<file path="src/rtl/mux21_arb_stage.sv">
// Two-requester arbiter feeding a registered Mux21 operand/select pair. Capture latency is 1 cycle, and gnt is combinational in the capture cycle.
// A held item stalls while out_ready=0. MUX21_ARB_FIXED_PRIO_EN selects fixed priority to requester 0 instead of round-robin.
module mux21_arb_stage (
  input  logic       CLK,
  input  logic       Reset_L,
  input  logic [1:0] req,
  input  logic [1:0] d,
  input  logic       out_ready,
  output logic [1:0] mux_in,
  output logic       mux_sel,
  output logic       out_valid,
  output logic [1:0] gnt,
  output logic [7:0] gnt_cnt0,
  output logic [7:0] gnt_cnt1
);

  typedef enum logic {IDLE = 1'b0, HOLD = 1'b1} state_t;

  state_t     r_state;
  state_t     w_state_nxt;
  logic [1:0] r_mux_in;
  logic       r_mux_sel;
  logic [7:0] r_cnt0;
  logic [7:0] r_cnt1;
  logic       w_ptr;
  logic       w_winner;
  logic       w_capture;

`ifdef MUX21_ARB_FIXED_PRIO_EN
  assign w_ptr = 1'b0;
`else
  logic r_ptr;

  always_ff @(posedge CLK) begin
    if (!Reset_L) begin
      r_ptr <= 1'b0;
    end else if (w_capture) begin
      r_ptr <= ~w_winner;
    end
  end

  assign w_ptr = r_ptr;
`endif

  always_comb begin
    w_winner = 1'b0;
    case (req)
      2'b10:   w_winner = 1'b1;
      2'b11:   w_winner = w_ptr;
      default: w_winner = 1'b0;
    endcase
  end

  // Reset gates capture so gnt can never pulse while Reset_L is low.
  assign w_capture = Reset_L && (req != 2'b00) && ((r_state == IDLE) || out_ready);

  always_ff @(posedge CLK) begin
    if (!Reset_L) begin
      r_state <= IDLE;
    end else begin
      r_state <= w_state_nxt;
    end
  end

  always_comb begin
    w_state_nxt = r_state;
    if (w_capture) begin
      w_state_nxt = HOLD;
    end else if ((r_state == HOLD) && out_ready) begin
      w_state_nxt = IDLE;
    end
  end

  always_comb begin
    gnt       = 2'b00;
    out_valid = (r_state == HOLD);
    if (w_capture) begin
      gnt[w_winner] = 1'b1;
    end
  end

  always_ff @(posedge CLK) begin
    if (!Reset_L) begin
      r_mux_in  <= 2'b00;
      r_mux_sel <= 1'b0;
    end else if (w_capture) begin
      r_mux_in  <= d;
      r_mux_sel <= w_winner;
    end
  end

  always_ff @(posedge CLK) begin
    if (!Reset_L) begin
      r_cnt0 <= 8'h00;
      r_cnt1 <= 8'h00;
    end else begin
      if (gnt[0] && (r_cnt0 != 8'hFF)) begin
        r_cnt0 <= r_cnt0 + 8'd1;
      end
      if (gnt[1] && (r_cnt1 != 8'hFF)) begin
        r_cnt1 <= r_cnt1 + 8'd1;
      end
    end
  end

  assign mux_in   = r_mux_in;
  assign mux_sel  = r_mux_sel;
  assign gnt_cnt0 = r_cnt0;
  assign gnt_cnt1 = r_cnt1;

endmodule

</file>
<file path="config.mk">
export PLATFORM = sky130hd
export DESIGN_NAME = mux21_arb_stage
export DESIGN_NICKNAME = d
export VERILOG_FILES = /design/src/rtl/mux21_arb_stage.sv
export SDC_FILE = /design/constraint.sdc
export NUM_CORES = 1
export LEC_CHECK = 0
export CAP_MARGIN = 5
export CORE_UTILIZATION = 46
export CTS_CLUSTER_SIZE = 12
export DETAILED_ROUTE_END_ITERATION = 12
export PLACE_DENSITY = 0.77
export SLEW_MARGIN = 5
export SYNTH_ARGS = -nofsm -noshare
export SYNTH_HDL_FRONTEND = slang
export SYNTH_SLANG_ARGS = --single-unit
</file>
<file path="constraint.sdc">
create_clock -name CLK -period 2 [get_ports CLK]
set_clock_uncertainty 0.05 [all_clocks]
set_input_delay 0.3 -clock CLK [delete_from_list [all_inputs] [get_ports CLK]]
set_output_delay 0.3 -clock CLK [all_outputs]
set_load 0.02 [all_outputs]
</file>
==> results.toml, run 1 <==
[place]
dp.cells = 183
dpl_worst_slack_ps = -204.2
portBuffers = 28
routabilityCongestion = 0.8629
dp_hpwl_mm = 1.896

[timing]
timing.hold.ws_ps = 418.3
slew_headroom_pct = 80.14
setup_viol = 0
hold_viol_final = 0
period_share_pct = 95.18
fmax_mhz = 525.3
fin_crit_ps = 1904
worst_pin_slew_ps = 296.7
slew_violations = 0
rsz0062_at_grt = "no"
setup_ws_ps = 96.47

[critical_path]
path_class = "input pin to output port"
cp_slowest_cell = "clkdlybuf4s50_1"
r2r-start = "gnt_cnt0[0]"
crit_required_ps = 1650
cp-end-kind = "output port"
crit_chain = "clkdlybuf4s50_1, nand2b_1, nand4_2, inv_1, dlygate4sd2_1"
crit_path_max_incr_delay_ps = 470
start_kind = "input pin"
startpoint = "out_ready"
crit_arrival_ps = 1550
path_max_fanout = 3

[synthesis]
ys_seq_area_share_pct = 40.19
synth.ff_latch_count = 21
synth_top_flop_cell = "dfxtp_1"
syn_area_um2 = 1046
yosysWarnings = 0
netlist_instances = 121
synth_nets = 130
synth.distinct_cells = 37
async_flop_share_pct = 0
synth_edf_count = 0
synth.avg_cell_area_um2 = 8.645

[layout]
antenna_cells = 0
nNetsFinal = 170
final_layout_size_suffix_gt1_share_pct = 13.75
fin_util_pct = 70.34
stdcell_count = 187
syn2layout_area_growth_pct = 37.32

[die]
die_area_um2 = 2469
start_util_pct = 51.23
num_rows = 16
core_area_um2 = 2042
num_io_pins = 29
dieHeight_um = 49.69
die_width_um = 49.69

[power]
p_per_area_nw_per_um2 = 527.3
irDropWorstVdd_mv = 0.4795
p_leak_nw = 0.5949

[route]
drc = 0
vias = 1062
wl_per_cell_um = 13.44
wl_mm = 2.513
drt_iter0_markers = 25
drtPass1Iterations = 4
vias_per_cell = 5.679
postRouteAntennaNets = 0

[grt]
grt_usage_pct = 22.80
grt_max_degree = 12
grt_pass1_wl_mm = 4.340
antenna_found_initial = 0
grt_pass1_vias = 899
grt_overflow = 0

[clocking]
cts_setup_buffers = 0
cts.path.max_buffers = 2
cts_max_level = 1
numCtsBuffers = 3
clockRootBuffer = "clkbuf_4"
ctsHoldBuffers = 0
cts_tree = "yes"
cts.repair.resized = 2
clk_pin_slew_worst_paths_ps = 110
clock_latency_ps = 310
cts_num_sinks = 21

[worst_hold_path]
holdCritPathClass = "flop to flop"
worstHoldStart = "mux_in[1]"

[outcome]
run_status = "completed"

[job]
drv_cap = 0
-- power breakdown --
| group | internal, W | leakage [nW] | total (W) | switching [W] |
|---|---|---|---|---|
| sequential | 0.000430 | 0.171 | 0.000438 | 0.00000830 |
| clock | 0.0000779 | 0.0150 | 0.000203 | 0.000125 |
| combinational | 0.0000578 | 0.409 | 0.000116 | 0.0000582 |
-- cells by family (layout without fill, tap and decap cells) --
group,count (synthesis),after routing,synth area share (%)
simple gates,57,57,32.06
fa+ha+maj,2,2,2.392
flops,21,21,40.19
compound gates,28,28,17.82
buf+inv,10,49,4.665
mux,3,3,2.871
-- cell type report --
cell class / count / area, µm²
fillers: 184 / 605.6
well taps: 27 / 33.78
multi-input cells: 90 / 576.8
repair buffers: 39 / 356.6
clock buffers: 4 / 26.28
inverters: 6 / 22.52
flip-flops and latches: 21 / 420.4
-- synthesized netlist by cell type, drive strengths merged, types with 2 or more instances --
cell    count  area (µm²)
nor4b       2       32.53
ha          2       25.02
a21oi       6       30.03
nand3b      2       15.01
mux2i       3       30.03
nand2      13       48.80
nor2        6       22.52
nand4       7       50.05
a41oi       2       17.52
or3         2       12.51
buf         2       18.77
a21o        2       16.27
dfxtp      21       420.4
o21ai       7       35.03
clkbuf      2       7.510
a211oi      3       22.52
nand2b      2       12.51
and3       10       68.82
nor3        4       20.02
a31oi       3       18.77
nand3       5       25.02
inv         6       22.52
o211a       2       20.02
-- stage by stage --
| step | cell area, µm² | setup TNS [ps] | total power, W |
|---|---|---|---|
| after floorplan | 1046 | 0 | 0.0005009 |
| after global placement | 1416 | -277.7 | 0.0005626 |
| after detailed placement | 1416 | -376.3 | 0.0005652 |
| after CTS | 1440 | 0 | 0.0007691 |
| after global routing | 1436 | 0 | 0.0007942 |
| final | 1436 | 0 | 0.0007574 |
-- worst max-delay path: cells and delay by family --
family        cells  cell delay [ps]
buf+inv           3              940
simple gates      2              320
-- worst paths after layout --
check	endpoint	slack [ps]	cells after the start
hold / removal	mux_in[1]	420	2
setup reg to reg	gnt_cnt0[0]	400	5
setup / recovery	gnt[1]	100	5
hold reg to reg	mux_in[1]	420	2
-- registers in the layout, indices dropped and copies added (netlist names) --
register,flops
gnt_cnt1,8
gnt_cnt0,8
out_valid,1
mux_sel,1
mux_in,2
r_ptr,1
-- layout by cell type, fill, tap and decap left out, drive strengths merged --
cell	Yosys	routed
or3	2	2
a211oi	3	3
o21ai	7	7
a41o	1	1
a21boi	1	1
nor3	4	4
a21o	2	2
dlygate4sd2	0	1
nand4	7	7
and3	10	10
o211a	2	2
nand2b	2	2
nor2	6	6
and2	1	1
mux2i	3	3
ha	2	2
a21oi	6	6
nor2b	1	1
a31oi	3	3
a41oi	2	2
nor4b	2	2
clkbuf	2	5
buf	2	11
clkdlybuf4s50	0	26
nand2	13	13
nand3	5	5
nor4	1	1
inv	6	6
dfxtp	21	21
and4	1	1
a311oi	1	1
nand3b	2	2
-- layer usage --
metal | up-vias | wire, µm | GRT usage (%)
li1 | 527 | - | -
met1 | 493 | 1163 | 30.34
met2 | 39 | 1152 | 37.16
met3 | 3 | 186 | 6.790
met4 | 0 | 11 | 2.857
met5 | - | 0 | 0
No activity file was read; power rests on OpenSTA's default activity.
==> run 2: changes to the inputs <==
--- a/config.mk
+++ b/config.mk
@@ -5,6 +5,7 @@
 export SDC_FILE = /design/constraint.sdc
 export NUM_CORES = 1
 export LEC_CHECK = 0
+export ABC_CLOCK_PERIOD_IN_PS = 2100
 export CAP_MARGIN = 5
 export CORE_UTILIZATION = 46
 export CTS_CLUSTER_SIZE = 12
==> constraint.sdc (replaced) <==
create_clock -name CLK -period 2.1 [get_ports CLK]
set_clock_uncertainty 0.05 [all_clocks]
set_input_delay 0.315 -clock CLK [delete_from_list [all_inputs] [get_ports CLK]]
set_output_delay 0.315 -clock CLK [all_outputs]
set_load 0.02 [all_outputs]
==> run 2 against run 1 <==
Compared with the run above:
- design area decreased by 0.17%
- clock power decreased by 3%
- total power decreased by 4.4%
- combinational power decreased by 5%
==> results.toml, run 2 (synthesized netlist as in run 1, its figures left out) <==
[power]
swShare_pct = 26.11
p_leak_nw = 0.5955
irDropWorstVdd_mv = 0.4778
p_int_w = 0.0005349
p_clk_share_pct = 27.1
p_per_area_nw_per_um2 = 504.9
p_seq_share_pct = 57.7
p_switching_w = 0.0001891
power_frac_comb_pct = 15.2

[route]
postRouteAntennaNets = 0
drt_iter0_markers = 27
drtPass1Iterations = 4
drc = 0
vias_per_cell = 5.667
wl_mm = 2.598
vias = 1054
wl_per_cell_um = 13.97

[layout]
layout_commonest_cell = "clkdlybuf4s50_1"
final_layout_size_suffix_gt1_share_pct = 13.21
final_cell_mix = "clkdlybuf4s50_1 (26), dfxtp_1 (21), nand2_1 (13), buf_4 (10), and3_1 (8)"
syn2layout_area_growth_pct = 37.08
finish.instance_area_um2 = 1434
nNetsFinal = 169
regArea_um2 = 420.4
stdcell_count = 186
antenna_cells = 0
fillerInstances = 183
multi_input_area_um2 = 576.8

[critical_path]
start_kind = "input pin"
path_max_fanout = 3
cp-end-kind = "output port"
crit_arrival_ps = 1580
crit_required_ps = 1740
r2r-start = "gnt_cnt0[0]"
startpoint = "out_ready"
path_class = "input pin to output port"

[die]
die_width_um = 49.69
num_rows = 16
start_util_pct = 51.23
core_area_um2 = 2042
dieHeight_um = 49.69
die_area_um2 = 2469
num_io_pins = 29

[clocking]
numCtsBuffers = 3
cts_num_sinks = 21
clock_latency_ps = 320
cts.path.max_buffers = 2
cts_max_level = 1
clockRootBuffer = "clkbuf_4"
cts_tree = "yes"
ctsHoldBuffers = 0
clk_pin_slew_worst_paths_ps = 130

[grt]
grt_max_degree = 13
grt_usage_pct = 22.17
grt_overflow = 0
antenna_found_initial = 0
grt_pass1_wl_mm = 4.146
grt_pass1_vias = 904

[timing]
slew_headroom_pct = 80.38
rsz0062_at_grt = "no"
tns_ps = 0
slew_violations = 0
worst_pin_slew_ps = 290.2
fin_crit_ps = 1949
timing.hold.ws_ps = 422.8
hold_viol_final = 0
setup_viol = 0
fmax_mhz = 513.2
period_share_pct = 92.79

[place]
routabilityCongestion = 0.8570
dp_hpwl_mm = 1.905
placed_cell_area_um2 = 1409
dp.cells = 182
portBuffers = 28

[job]
drv_cap = 0

[worst_hold_path]
worstHoldStart = "mux_in[1]"
holdCritPathClass = "flop to flop"

[outcome]
run_status = "completed"
-- run 2: cell types whose count changed in the layout (fill, tap and decap cells not counted) --
| cell | delta |
|---|---|
| clkinv_2 | +1 |
| dlygate4sd2_1 | +1 |
| buf_4 | -1 |
| clkbuf_1 | -1 |
| clkbuf_2 | -1 |
-- run 2: critical path, stage by stage --
cell and delay [ps]:
clkdlybuf4s50_1 470, nand2b_1 160, nand4_2 140, inv_1 120, dlygate4sd2_1 370
-- run 2: what timing repair did --
| action | CTS | global route |
|---|---|---|
| endpoints found under the hold margin | 0 | 0 |
| setup endpoints to repair | 2 | 0 |
| buffers inserted | 0 | 0 |
| resized for setup | 2 | 0 |
-- run 2: path summary, 6_finish.rpt --
path | endpoint | depth (start not counted) | slack [ps]
worst max register to register | gnt_cnt0[4] | 5 | 520
worst min register to register | mux_in[1] | 2 | 420
worst min-delay path | mux_in[1] | 2 | 420
worst max-delay path | gnt[1] | 5 | 150
-- run 2: final cells by class --
class / count / share of cell area [%]
Tap cell: 27 / 2.356
Clock inverter: 1 / 0.3490
Clock buffer: 3 / 1.571
Sequential cell: 21 / 29.32
Inverter: 6 / 1.571
Multi-Input combinational cell: 90 / 40.23
Timing Repair Buffer: 38 / 24.61
-- run 2: stage by stage --
step / worst slack (ps) / power [W] / util (%)
floorplan: 532.4 / 0.0004770 / -
global placement: -84.80 / 0.0005345 / 69.00
detailed placement: -102.6 / 0.0005378 / 69.00
CTS: 164.7 / 0.0007303 / 70.22
global route: 70.12 / 0.0007562 / 70.22
finish: 151.3 / 0.0007240 / 70.22
-- run 2: layer usage --
metal | wire (µm) | GRT usage (%) | share of wire (%)
met1 | 1195 | 27.89 | 46
met2 | 1148 | 34.91 | 44
met3 | 179 | 6.173 | 6.9
met4 | 74 | 10.00 | 2.8
met5 | 0 | 0 | 0
-- run 2: power by group through the flow --
stage               clock network (W)  logic [W]  registers (W)
floorplan                           0  0.0000401       0.000437
global placement                    0   0.000109       0.000426
detailed placement                  0   0.000111       0.000427
CTS                          0.000202   0.000110       0.000418
global route                 0.000219   0.000118       0.000420
finish                       0.000196   0.000110       0.000418
==> run 3: changes to the inputs <==
--- a/config.mk
+++ b/config.mk
@@ -5,6 +5,7 @@
 export SDC_FILE = /design/constraint.sdc
 export NUM_CORES = 1
 export LEC_CHECK = 0
+export ABC_AREA = 0
 export ABC_CLOCK_PERIOD_IN_PS = 2100
 export CAP_MARGIN = 5
 export CORE_UTILIZATION = 46
==> results of run 3 <==
Same layout as run 2: the final DEF is identical, and so are final timing and power.
